### src/rtl/dump_pkg.sv
// Shared types and default widths for the result_dump host reader.
//   state_t         : run/dump FSM encoding
//   DUMP_AW/DW/LW   : default address, data and length widths
package dump_pkg;

  localparam int DUMP_AW = 8;
  localparam int DUMP_DW = 8;
  localparam int DUMP_LW = DUMP_AW + 1;

  typedef enum logic [2:0] {
    IDLE,
    REQ,
    WAIT_DONE,
    DUMP,
    DRAIN,
    FIN
  } state_t;

endpackage

### src/rtl/dump_out_reg.sv
// One-entry stream output register with valid/ready hold semantics.
// Used for both data beats and the optional checksum beat.
//   clk, reset     : clock, async active-high reset
//   load_i         : capture data_i/last_i and assert valid (wins over clr_i)
//   clr_i          : drop valid and last (beat has been consumed)
//   data_i, last_i : next beat contents
//   valid_o, data_o, last_o : registered stream outputs
module dump_out_reg #(
  parameter int DW = 8
) (
  input  logic          clk,
  input  logic          reset,
  input  logic          load_i,
  input  logic          clr_i,
  input  logic [DW-1:0] data_i,
  input  logic          last_i,
  output logic          valid_o,
  output logic [DW-1:0] data_o,
  output logic          last_o
);

  logic          valid_q;
  logic [DW-1:0] data_q;
  logic          last_q;

  // Nothing changes unless load or clear is asked for, so a stalled beat
  // holds its data and last flag by construction.
  always_ff @(posedge clk or posedge reset) begin
    if (reset) begin
      valid_q <= 1'b0;
      data_q  <= '0;
      last_q  <= 1'b0;
    end else if (load_i) begin
      valid_q <= 1'b1;
      data_q  <= data_i;
      last_q  <= last_i;
    end else if (clr_i) begin
      valid_q <= 1'b0;
      last_q  <= 1'b0;
    end
  end

  assign valid_o = valid_q;
  assign data_o  = data_q;
  assign last_o  = last_q;

endmodule

### src/rtl/result_dump.sv
// Host-side run controller and data-memory reader for the single-cycle core.
// Pulses req on start, waits for the core's done level, then streams a window
// of data memory out over valid/ready.
// Optional feature macro: DUMP_CSUM_EN -- appends a modulo-2^DW sum beat that
// carries out_last instead of the final data word.
//   clk, reset            : clock, async active-high reset
//   start, start_addr, length : run command (accepted only in IDLE)
//   req / done            : one-cycle run request / core halted level
//   mem_addr / mem_dat    : registered read address / combinational read data
//   out_data/valid/ready/last : output stream
//   busy, finished        : not-idle level, one-cycle completion pulse
module result_dump
  import dump_pkg::*;
#(
  parameter int AW = DUMP_AW,
  parameter int DW = DUMP_DW,
  parameter int LW = DUMP_LW
) (
  input  logic          clk,
  input  logic          reset,
  input  logic          start,
  input  logic [AW-1:0] start_addr,
  input  logic [LW-1:0] length,
  output logic          req,
  input  logic          done,
  output logic [AW-1:0] mem_addr,
  input  logic [DW-1:0] mem_dat,
  output logic [DW-1:0] out_data,
  output logic          out_valid,
  input  logic          out_ready,
  output logic          out_last,
  output logic          busy,
  output logic          finished
);

  localparam logic [LW-1:0] MAX_LEN = LW'(2**AW);

  state_t        state_q, state_d;
  logic [AW-1:0] addr_q;
  logic [LW-1:0] rem_q;
  logic [LW-1:0] len_clamp;

  logic accept, xfer, slot_free, ld_data, last_word, rem_zero;
  logic          ld, clr, ld_last;
  logic [DW-1:0] ld_dat;

  assign len_clamp = (length > MAX_LEN) ? MAX_LEN : length;
  assign accept    = (state_q == IDLE) && start;
  assign xfer      = out_valid && out_ready;
  assign slot_free = !out_valid || out_ready;
  assign ld_data   = (state_q == DUMP) && slot_free;
  assign last_word = (rem_q == LW'(1));
  assign rem_zero  = (rem_q == '0);

`ifdef DUMP_CSUM_EN
  logic [DW-1:0] sum_q;
  logic          pend_q;   // checksum beat still to be loaded
  logic          ld_csum;
  assign ld_csum = (state_q == DRAIN) && pend_q && slot_free;
`endif

  // State register
  always_ff @(posedge clk or posedge reset) begin
    if (reset) state_q <= IDLE;
    else       state_q <= state_d;
  end

  // Next state
  always_comb begin
    state_d = state_q;
    case (state_q)
      IDLE:      if (start) state_d = REQ;
      REQ:       state_d = WAIT_DONE;
      WAIT_DONE: begin
        if (done) begin
`ifdef DUMP_CSUM_EN
          state_d = rem_zero ? DRAIN : DUMP;
`else
          state_d = rem_zero ? FIN : DUMP;
`endif
        end
      end
      DUMP:      if (ld_data && last_word) state_d = DRAIN;
      DRAIN: begin
`ifdef DUMP_CSUM_EN
        if (!pend_q && xfer) state_d = FIN;
`else
        if (xfer) state_d = FIN;
`endif
      end
      FIN:       state_d = IDLE;
      default:   state_d = IDLE;
    endcase
  end

  // Outputs and datapath strobes
  always_comb begin
    req      = (state_q == REQ);
    busy     = (state_q != IDLE);
    finished = (state_q == FIN);
    clr      = (state_q == DRAIN) && xfer;
`ifdef DUMP_CSUM_EN
    ld       = ld_data || ld_csum;
    ld_dat   = ld_csum ? sum_q : mem_dat;
    ld_last  = ld_csum;
`else
    ld       = ld_data;
    ld_dat   = mem_dat;
    ld_last  = last_word;
`endif
  end

  // Address / remaining-word counters
  always_ff @(posedge clk or posedge reset) begin
    if (reset) begin
      addr_q <= '0;
      rem_q  <= '0;
    end else if (accept) begin
      addr_q <= start_addr;
      rem_q  <= len_clamp;
    end else if (ld_data) begin
      addr_q <= addr_q + AW'(1);   // wraps past the top address
      rem_q  <= rem_q - LW'(1);
    end
  end

`ifdef DUMP_CSUM_EN
  always_ff @(posedge clk or posedge reset) begin
    if (reset) begin
      sum_q  <= '0;
      pend_q <= 1'b0;
    end else begin
      if (accept)       sum_q <= '0;
      else if (ld_data) sum_q <= sum_q + mem_dat;

      if ((ld_data && last_word) || (state_q == WAIT_DONE && done && rem_zero))
        pend_q <= 1'b1;
      else if (ld_csum)
        pend_q <= 1'b0;
    end
  end
`endif

  assign mem_addr = addr_q;

  dump_out_reg #(.DW(DW)) u_out (
    .clk    (clk),
    .reset  (reset),
    .load_i (ld),
    .clr_i  (clr),
    .data_i (ld_dat),
    .last_i (ld_last),
    .valid_o(out_valid),
    .data_o (out_data),
    .last_o (out_last)
  );

endmodule

### config.mk
export PLATFORM = sky130hd
export DESIGN_NAME = result_dump
export DESIGN_NICKNAME = d
export VERILOG_FILES = /design/src/rtl/dump_pkg.sv /design/src/rtl/dump_out_reg.sv /design/src/rtl/result_dump.sv
export SDC_FILE = /design/constraint.sdc
export NUM_CORES = 1
export LEC_CHECK = 0
export ABC_AREA = 0
export CAP_MARGIN = 20
export CORE_MARGIN = 1
export CORE_UTILIZATION = 55
export CTS_CLUSTER_DIAMETER = 40
export DETAILED_ROUTE_END_ITERATION = 10
export DONT_BUFFER_PORTS = 1
export GPL_TIMING_DRIVEN = 1
export PLACE_DENSITY_LB_ADDON = 0.15
export SKIP_LAST_GASP = 1
export SYNTH_ARGS = -nofsm -noshare
export SYNTH_HDL_FRONTEND = slang
export SYNTH_HIERARCHICAL = 1
export SYNTH_SLANG_ARGS = --single-unit
### constraint.sdc
create_clock -name clk -period 2.3 [get_ports clk]
set_input_delay 0.575 -clock clk [delete_from_list [all_inputs] [get_ports clk]]
set_output_delay 0.575 -clock clk [all_outputs]
set_load 0.01 [all_outputs]
==> run summary <==
Status: complete, but fails checks
Failing checks: DRC
Vias in the first global route: 1331
Reg2reg start: state_q[2]$_DFFE_PP0P_
Die ar.: 3260 um^2
CTS sink count: 30
Top FF cell, synth: dfrtp_1
Die Ht: 57.1 um
Ratio of final minimum period to clock period: 85.5%
Endpoint class of the critical path: output pin
Place WS: 0.394 ns
Synthesized area: 1670 um^2
Actual slew at the worst max-slew pin: 0.785 ns
Number of antenna violations at the first check in global routing: 0
Final setup TNS: 0 ns
Max-slew violation count: 0
Antenna fix cells: 0
Setup ws final: 0.333 ns
Final ANT Viol Nets: 0
Drt via density: 6.43
Final total power: 2.53 mW
IO Count: 51
Fin Hold WS: 0.0824 ns
Post-CTS Hold Buffers: 0
# rows: 19
Largest cells by area after synthesis: dfrtp_1, mux2_4, ha_1
Post-CTS sizing: 0
Die W: 57.1 um
First-pass GRT wire length: 6210 um
Final #Nets: 201
Hold Vio Cnt, Final: 0
Slew HR: 47.6%
Setup Buffers After CTS: 0
R2R Path End: rem_q[1]$_DFFE_PP0P_
Starting DRT DRC Count: 103
Worst Hold Class: input pin to asynchronous set/reset pin
Minimum clock period after layout: 1.97 ns
Leakage: 0.763 nW
Max frequency: 509 MHz
TritonCTS Buffers: 5
Max clock buf depth: 2
Pwr Density: 1390 nW/um^2
Peak VDD IR: 0.000671 V
Yosys top cell area share: 44.9%
CTS tree: built
Post-synth EDFFs: 0
Async S/R FF share, synth: 100%
Register area share after synthesis: 44.9%
Pre-antenna DRT Iters: 8
Req. time, crit path: 1.73 ns
Starting Density: 59.5%
Worst-path clk slew: 0.10 ns
Final Skew: 0.00783 ns
DP Wirelength: 2630 um
Final WL: 3670 um
Synth area leader: dfrtp_1
R2r setup slk: 0.34 ns
Area Growth Syn to Fin: 8.76%
RSZ-0062 raised after global routing: no
Residual DRC: 10
Placer Congestion: 0.823
Critical Path Sink: req
R2r worst-path depth: 6
Vias: 1280
Setup crit start: state_q[0]$_DFFE_PP0P_
Critical Path Fanout Max: 12
Mapped Nets: 197
Clock Latency Late Sink: 0.33 ns
Syn_area_per_cell: 10.2 um^2
Largest net degree at the start of global routing: 21
Post-synth cell types: 50
Fin cells: 199
Startpoint Class: flop
H-Tree Depth: 2
Congestion Overflow GR: 0
Max_cap viols: 0
# setup viols final: 0
GRT Overall Usage: 25.3%
Layout cells sized above 1: 16.7%
Critical path class: flop to output pin
DR WL/cell: 18.5 um
CTS root buffer: clkbuf_4
Post-placement cell count: 191
Synth warnings: 6
Flops & latches, synth: 30
Mapped Cells: 163
PortBufs: 0
WP data arrival: 1.39 ns
Core footprint: 2810 um^2
## how the worst min path moves through the flow
stage	end	depth (start not counted)	start	slack [ns]
after CTS	u_out/data_o[1]$_DFFE_PP0P_	1	reset	0.08
after global placement	u_out/data_o[1]$_DFFE_PP0P_	1	reset	0.44
final	u_out/data_o[1]$_DFFE_PP0P_	1	reset	0.08
after detailed placement	u_out/data_o[1]$_DFFE_PP0P_	1	reset	0.46
after floorplan	u_out/data_o[0]$_DFFE_PP0P_	1	reset	0.42
after global routing	u_out/data_o[0]$_DFFE_PP0P_	1	reset	0.1
## placed cells by master, fill, tap and decap left out, types with 4 or more instances in the layout
| master | instances |
|---|---|
| a211oi_1 | 5 |
| a21oi_1 | 6 |
| buf_4 | 5 |
| clkbuf_4 | 5 |
| dfrtp_1 | 30 |
| ha_1 | 4 |
| inv_1 | 9 |
| mux2_4 | 8 |
| nand2_1 | 10 |
| nand3_1 | 10 |
| nor2_1 | 11 |
| nor3_1 | 8 |
| o21ai_0 | 5 |
| xnor2_1 | 4 |
## worst max-delay path, stage by stage, from the launching register on
cell and delay (ns):
dfrtp_1 0.56, inv_1 0.11, nor3_1 0.39
## flip-flops by register name, summed over array words and instances (netlist names)
signal and cells:
mem_addr 8, rem_q 9, state_q 3, u_out/data_o 8, u_out/last_o 1, u_out/valid_o 1
## layer usage
| metal | GRT usage (%) | share of wire [%] | up-vias |
|---|---|---|---|
| met4 | 8.36 | 1.7 | 0 |
| met2 | 41.8 | 49 | 50 |
| li1 | - | - | 603 |
| met5 | 0 | 0 | - |
| met1 | 31.1 | 40 | 619 |
| met3 | 8.62 | 8.6 | 8 |
## power breakdown
part / internal [mW] / switching [mW]
registers: 0.764 / 0.387
clock network: 0.368 / 0.187
logic: 0.413 / 0.407
total: 1.55 / 0.982
## synth_stat cells (2+ instances only)
library cell,count
nand2b_1,2
nand2_1,10
or3_1,2
o21ai_1,2
o21a_1,2
a21oi_1,6
nand3_1,10
ha_1,4
o22ai_1,2
nor4_2,2
buf_2,3
xor2_1,2
a22oi_1,2
dfrtp_1,30
o21ai_0,5
a211oi_1,5
and3_1,2
nor2_1,11
nor3_1,8
mux2_4,8
xnor2_1,4
a221o_1,2
a311oi_1,2
clkbuf_1,3
inv_1,9
## cell type report
type / instances / area (um^2)
inverters: 9 / 33.8
repair buffers: 5 / 37.5
clock buffers: 6 / 51.3
flip-flops and latches: 30 / 751
clock inverters: 2 / 60.1
fillers: 235 / 988
well taps: 31 / 38.8
multi-input cells: 116 / 845
## per-stage QoR
stage / instance area (um^2) / util [%]
floorplan: 1670 / -
global placement: 1710 / 60.8
detailed placement: 1710 / 60.8
CTS: 1820 / 64.8
global route: 1820 / 64.8
finish: 1820 / 64.8
## cell families (layout without fill, tap and decap cells)
logic type | after synthesis | count (layout) | synth area share, %
muxes | 9 | 9 | 7.79
xor gates and xnor gates | 6 | 6 | 3.15
and+or+nand+nor | 62 | 62 | 22.2
adders and majority gates | 4 | 4 | 3.00
DFF | 30 | 30 | 44.9
AOI/OAI and AO/OA | 35 | 35 | 14.5
buffers and inverters | 17 | 22 | 4.49
Note: power is estimated with default switching activity, not from simulation.
